===== src/rtl/truth_table_scanner.sv =====
// Sequential truth-table reader: walks stim through every input combination,
// samples resp after a settle delay and builds the output column in table_out.
// Optional comparison against EXPECTED is enabled by defining TT_COMPARE_EN.
module truth_table_scanner #(
  parameter int                    N_IN     = 3,
  parameter int                    SETTLE   = 1,
  parameter logic [(2**N_IN)-1:0]  EXPECTED = 8'hD7
) (
  input  logic                     clk,
  input  logic                     reset,
  input  logic                     start,
  input  logic                     resp,
  output logic [N_IN-1:0]          stim,
  output logic                     busy,
  output logic                     done,
  output logic [(2**N_IN)-1:0]     table_out,
  output logic                     match,
  output logic [N_IN:0]            mismatch_cnt,
  output logic [N_IN-1:0]          first_fail
);

  localparam logic [N_IN-1:0] LAST_ROW   = '1;
  localparam logic [3:0]      SETTLE_CNT = 4'(SETTLE);

  typedef enum logic [1:0] {
    S_IDLE,
    S_SETTLE,
    S_SAMPLE,
    S_DONE
  } state_t;

  // After a row is launched, SETTLE=0 skips the wait state entirely.
  localparam state_t ROW_START = (SETTLE == 0) ? S_SAMPLE : S_SETTLE;

  state_t                 state_q, state_d;
  logic [N_IN-1:0]        stim_q, stim_d;
  logic [3:0]             cnt_q, cnt_d;
  logic [(2**N_IN)-1:0]   table_q, table_d;
  logic                   busy_q, busy_d;
  logic                   done_q, done_d;

`ifdef TT_COMPARE_EN
  logic                   match_q, match_d;
  logic [N_IN:0]          mcnt_q, mcnt_d;
  logic [N_IN-1:0]        ff_q, ff_d;
`endif

  always_comb begin
    // NOTE: every signal gets a default first so no path can infer a latch.
    state_d = state_q;
    stim_d  = stim_q;
    cnt_d   = cnt_q;
    table_d = table_q;
    busy_d  = busy_q;
    done_d  = 1'b0;
`ifdef TT_COMPARE_EN
    match_d = match_q;
    mcnt_d  = mcnt_q;
    ff_d    = ff_q;
`endif

    unique case (state_q)
      S_IDLE: begin
        if (start) begin
          table_d = '0;
          stim_d  = '0;
          busy_d  = 1'b1;
          cnt_d   = SETTLE_CNT;
          state_d = ROW_START;
`ifdef TT_COMPARE_EN
          match_d = 1'b0;
          mcnt_d  = '0;
          ff_d    = '0;
`endif
        end
      end

      S_SETTLE: begin
        cnt_d = cnt_q - 4'd1;
        if (cnt_q <= 4'd1) state_d = S_SAMPLE;
      end

      S_SAMPLE: begin
        table_d[stim_q] = resp;
`ifdef TT_COMPARE_EN
        if (resp != EXPECTED[stim_q]) begin
          mcnt_d = mcnt_q + 1'b1;
          if (mcnt_q == '0) ff_d = stim_q;
        end
`endif
        if (stim_q == LAST_ROW) begin
          state_d = S_DONE;
          busy_d  = 1'b0;
          done_d  = 1'b1;
`ifdef TT_COMPARE_EN
          match_d = (table_d == EXPECTED);
`endif
        end else begin
          stim_d  = stim_q + 1'b1;
          cnt_d   = SETTLE_CNT;
          state_d = ROW_START;
        end
      end

      S_DONE: state_d = S_IDLE;

      default: state_d = S_IDLE;
    endcase
  end

  always_ff @(posedge clk) begin
    // NOTE: sequential state uses non-blocking assignments only.
    if (reset) begin
      state_q <= S_IDLE;
      stim_q  <= '0;
      cnt_q   <= '0;
      table_q <= '0;
      busy_q  <= 1'b0;
      done_q  <= 1'b0;
`ifdef TT_COMPARE_EN
      match_q <= 1'b0;
      mcnt_q  <= '0;
      ff_q    <= '0;
`endif
    end else begin
      state_q <= state_d;
      stim_q  <= stim_d;
      cnt_q   <= cnt_d;
      table_q <= table_d;
      busy_q  <= busy_d;
      done_q  <= done_d;
`ifdef TT_COMPARE_EN
      match_q <= match_d;
      mcnt_q  <= mcnt_d;
      ff_q    <= ff_d;
`endif
    end
  end

  assign stim      = stim_q;
  assign busy      = busy_q;
  assign done      = done_q;
  assign table_out = table_q;

`ifdef TT_COMPARE_EN
  assign match        = match_q;
  assign mismatch_cnt = mcnt_q;
  assign first_fail   = ff_q;
`else
  assign match        = 1'b0;
  assign mismatch_cnt = '0;
  assign first_fail   = '0;
`endif

endmodule


===== config.mk =====
export PLATFORM = sky130hd
export DESIGN_NAME = truth_table_scanner
export DESIGN_NICKNAME = d
export VERILOG_FILES = /design/src/rtl/truth_table_scanner.sv
export SDC_FILE = /design/constraint.sdc
export NUM_CORES = 1
export LEC_CHECK = 0
export CAP_MARGIN = 20
export CORE_MARGIN = 2
export CORE_UTILIZATION = 51
export DETAILED_ROUTE_END_ITERATION = 7
export GPL_ROUTABILITY_DRIVEN = 0
export PLACE_DENSITY_LB_ADDON = 0.15
export SYNTH_ARGS = -nofsm -noshare
export SYNTH_HDL_FRONTEND = slang
export SYNTH_SLANG_ARGS = --single-unit
export TNS_END_PERCENT = 10

===== constraint.sdc =====
create_clock -name clk -period 2.6 [get_ports clk]
set_input_delay 0.52 -clock clk [delete_from_list [all_inputs] [get_ports clk]]
set_output_delay 0.52 -clock clk [all_outputs]
set_load 0.03 [all_outputs]

# ---- After elaboration in Yosys (flattened, before gate mapping)
# Index checks and enable logic that the tools add are counted.
dict set report totals {
  mem_bits_rw 0
  latch_bits 0
  n_memories 0
  word_cells 49
  register_bits 19
  output_inout_bits 21
  rom_bits 0
  in_bits 4
}
dict set report classes {
  n_mul 0
  n_addsub 2
  n_lt_le_gt_ge 3
  mux 19
  n_div 0
  bitwise_logic 1
  eq_ne 8
  reduce_logical 10
  shifts 0
}
# cell count
set op_table {}
lappend op_table {{one-hot mux 8 bit (2 select lines)} 1}
lappend op_table {{one-hot mux 4 bit (3 select lines)} 1}
lappend op_table {{AND reduction 3 bit} 3}
lappend op_table {{bitwise mux 8 bit} 1}
lappend op_table {{two-way mux 4 bit} 2}
lappend op_table {{two-way mux 8 bit} 1}
lappend op_table {{!= test 2 bit (second input constant)} 4}
lappend op_table {{one-hot mux 2 bit (4 select lines)} 1}
lappend op_table {{two-way mux 2 bit} 3}
lappend op_table {{two-way mux 3 bit} 2}
lappend op_table {{one-hot mux 3 bit (2 select lines)} 1}
lappend op_table {{== test 2 bit (second input constant)} 2}
lappend op_table {{<= comparator 4 x 1 -> 1 bit (second input constant)} 1}
lappend op_table {{less-than comparator 3 x 4 -> 1 bit (second input constant)} 1}
lappend op_table {{two-way mux 1 bit} 4}
lappend op_table {{AND reduction 2 bit} 2}
lappend op_table {{subtractor 4 x 1 -> 4 bit (second input constant)} 1}
lappend op_table {{adder 3 x 1 -> 3 bit (second input constant)} 1}
lappend op_table {{demux 1 bit (select 3 bit)} 1}
lappend op_table {{== test 3 bit (second input constant)} 1}
lappend op_table {{>= comparator 3 x 1 -> 1 bit (second input constant)} 1}
lappend op_table {{nonzero test 3 bit} 1}
lappend op_table {{== test 2 x 1 -> 1 bit (second input constant)} 1}
lappend op_table {{logical NOT 2 bit} 1}
lappend op_table {{other kinds (5)} 5}

# ---- Logic depth before layout (Yosys ltp)
dict set report logic_depth {
  depth_word 6
  mapped_depth 5
  depth_no_buf 5
}

# ---- Worst setup path before layout
# OpenSTA, ideal clock, no wires.
dict set report synth_path {
  path_type {register -> register}
  from {register stim_q[0], in the netlist stim[0]}
  to {register cnt_q[3]}
  t_required_ns 2.530
  setup_time_ns 0.070
  path_stages_with_launch 6
  path_buffers 0
  arrival_time_ns 1.683
  period_less_slack_ns 1.753
  slack_ns 0.847
  cell_sequence {dfxtp_1 -> ha_1 -> ha_1 -> o21a_2 -> or4_1 -> a21oi_1}
}
dict set report synth_between {
  elab_chain_cells 3
}
# element line
set synth_lines {}
lappend synth_lines {{start, declared} 36} ;# logic [N_IN-1:0] stim_q, stim_d;
lappend synth_lines {{start signal, assigned} 127} ;# stim_q <= stim_d;
lappend synth_lines {{== test 3 bit} 91} ;# if (stim_q == LAST_ROW) begin
lappend synth_lines {{!= test 2 bit (no source line)} -}
lappend synth_lines {{AND reduction 3 bit (no source line)} -}
lappend synth_lines {{end signal, assigned} 128} ;# cnt_q <= cnt_d;
lappend synth_lines {{end, declared} 37} ;# logic [3:0] cnt_q, cnt_d;
# No other way between the ends.
# A chain may end at the register's enable or synchronous reset.

# ---- Worst setup path after layout
dict set report layout_path {
  from {register stim_q[1], in the netlist stim[1]}
  to {output port stim[1]}
}
# element line
set layout_rtl {}
lappend layout_rtl {{end, declared} 13} ;# output logic [N_IN-1:0] stim,
# No word-level cell between the ends.

==> results.toml <==
[global_route]
grt_usage = 0.191
grt_pass1_wl_mm = 3.57
antenna_found_initial = 0
grt_pass1_vias = 783
grt_max_degree = 15
grt_overflow_total = 0

[yosys]
ys_seq_area_frac = 0.378
synth_top_family_by_area = "simple AND/OR/NAND/NOR gates"
ys_warn_count = 0
synthCells = 116
synth_area_um2 = 1010
synth_seq_cells = 19
synth-simple-area-share = 0.246
synth_mux_area_frac = 0
synth_cell_types = 31
synthXorXnorAreaFrac = 0
synth.avg_cell_area_um2 = 8.67
synth_compound_area_frac = 0.211
synthAdderAreaFrac = 0.0498

[layout]
layout_commonest_cell = "dfxtp_1"
final_cell_mix = "dfxtp_1, clkdlybuf4s50_1, a21oi_1"
final_core_util = 0.616
stdcell_count = 157
drive_above_1_share = 0.0923
syn2layout_area_growth_pct = 16.4
final_nets = 139
antennaDiodeCount = 0
final_area_um2 = 1170

[route]
dr_total_vias = 843
wl_per_cell_um = 12.5
routed_wl_mm = 1.96
viasPerCell = 5.37
drtIter0Drc = 9
drt_pass1_iterations = 4
drcViolationCount = 0
ant_nets = 0

[power]
ir_drop_mv = 0.274
power_frac_seq = 0.557
power_switching_uw = 174
pwr-share-clk = 0.263
power_density_nw_per_um2 = 494
comb_power_share = 0.179
switching_share = 0.300
p_total_uw = 578
p_leak_nw = 0.455
p_int_uw = 405

[sta]
fin_crit_sh = 0.812
slew_viol_final = 0
final.setup_skew_ns = 0.00170
finalSetupViolations = 0
slew_headroom = 0.538
hold_violations = 0
rsz0062_at_grt = "no"
timing.setup.tns_ns = 0
tightest_slew_ns = 0.687
min_period_ns = 2.11
fmax_ghz = 0.474
setup_ws_ns = 0.489
fin_hold_ws_ns = 0.490

[place]
dpl_cell_area_um2 = 1140
portBuffers = 16
pre_cts_slack_ns = 0.612
place.detailed.instances = 153
dp_hpwl_mm = 1.44

[cts]
cts_tree = "done"
cts_setup_buffers = 0
clock_latency_ns = 0.29
h-tree-depth = 1
cts_sinks = 19
cts_buffer_depth = 2
clk_pin_slew_ns = 0.11
cts_buffers = 3
cts_hold_buf = 0
post_cts_resized = 0
cts-root-buf = "clkbuf_4"

[worst_setup_path]
endpoint_kind = "output pin"
crit_chain = "clkdlybuf4s50_1"
cp_max_fo = 11
critPathMaxStageDelay_ns = 0.74
crit_family = "buffers and inverters"
arrival_ns = 1.59
critPathRequiredTime_ns = 2.08
reg2reg_from = "stim[1]"
crit_slowest_cell = "clkdlybuf4s50_1"
timing.rr.end = "cnt_q[3]"
critPathLaunchType = "flip-flop"
cp_num_buf_inv = 1
r2r.worst_path.cells = 5
rrSetupSlack_ns = 0.81
critPathKind = "reg2out"

[floorplan]
chipWidth_um = 48.4
initial_utilization = 0.529
coreArea_um2 = 1900
rows = 16
fp.dieArea_um2 = 2340
io_pins = 25
die_y_um = 48.4

[flow_run]
max_cap_viol_count = 0

[status]
status = "complete, no violations"

[min_path]
whs_path_depth = 1
min_from = "table_out[1]"
whs_endpoint = "table_out[1]"
hold_path_class = "reg2reg"
==> how the worst max path moves through the flow <==
| stage | cells past startpoint | endpoint | from | slack [ns] |
|---|---|---|---|---|
| 2_1_floorplan | 5 | cnt_q[3] | stim[0] | 0.85 |
| 3_3_place_gp | 4 | table_out[7] | reset | 0.71 |
| 3_5_place_dp | 4 | cnt_q[1] | start | 0.61 |
| 4_1_cts | 1 | stim[2] | stim[2] | 0.48 |
| 5_1_grt | 1 | stim[1] | stim[1] | 0.42 |
| 6_report | 1 | stim[1] | stim[1] | 0.49 |
==> kinds of logic after synthesis <==
family / count (synthesis)
buffers and inverters: 20
and+or+nand+nor: 41
DFF: 19
AOI/OAI and AO/OA: 31
adders and majority gates: 4
other: 1
==> cell usage after synthesis <==
master | n | area share
dfxtp_1 | 19 | 0.38
a21oi_1 | 9 | 0.045
buf_4 | 9 | 0.067
nand2_1 | 8 | 0.030
o21ai_0 | 7 | 0.035
inv_1 | 6 | 0.022
a31o_1 | 4 | 0.035
a31o_2 | 4 | 0.035
ha_1 | 4 | 0.050
nor2b_1 | 4 | 0.025
nor3_1 | 4 | 0.020
nor3b_1 | 4 | 0.030
clkbuf_1 | 3 | 0.011
nor2_1 | 3 | 0.011
nor4_1 | 3 | 0.019
o31ai_1 | 3 | 0.022
or3_1 | 3 | 0.019
buf_2 | 2 | 0.010
nand3_1 | 2 | 0.010
nand4b_1 | 2 | 0.017
o211a_1 | 2 | 0.020
or4_1 | 2 | 0.015
and2_2 | 1 | 0.0075
and3b_1 | 1 | 0.0087
conb_1 | 1 | 0.0037
nand2b_1 | 1 | 0.0062
nand3b_1 | 1 | 0.0075
nor3b_2 | 1 | 0.012
o21a_2 | 1 | 0.0087
o21bai_2 | 1 | 0.011
or3b_1 | 1 | 0.0087
==> layer usage <==
metal,share of wire,GRT usage,up-vias
met5,0,0,-
met4,0.0061,0.0714,0
met3,0.048,0.0432,2
met2,0.47,0.313,26
met1,0.48,0.247,386
li1,-,-,429
==> area by class of cell <==
| type | count | area [µm²] |
|---|---|---|
| well taps | 27 | 33.8 |
| inverters | 6 | 22.5 |
| multi-input cells | 84 | 541 |
| repair buffers | 17 | 168 |
| fillers | 187 | 731 |
| clock buffers | 4 | 26.3 |
| flip-flops and latches | 19 | 380 |
==> flip-flops by register name (all words and copies together) (netlist names) <==
signal	flops
table_out	8
cnt_q	4
stim	3
state_q	2
busy	1
done	1
==> power groups by stage <==
stage	Clock (mW)	Combinational, mW	Sequential [mW]
2_1_floorplan	0	0.0902	0.326
3_3_place_gp	0	0.101	0.328
6_report	0.152	0.104	0.322
3_5_place_dp	0	0.103	0.329
4_1_cts	0.155	0.104	0.322
5_1_grt	0.168	0.114	0.327
(Power assumes the default switching activity.)
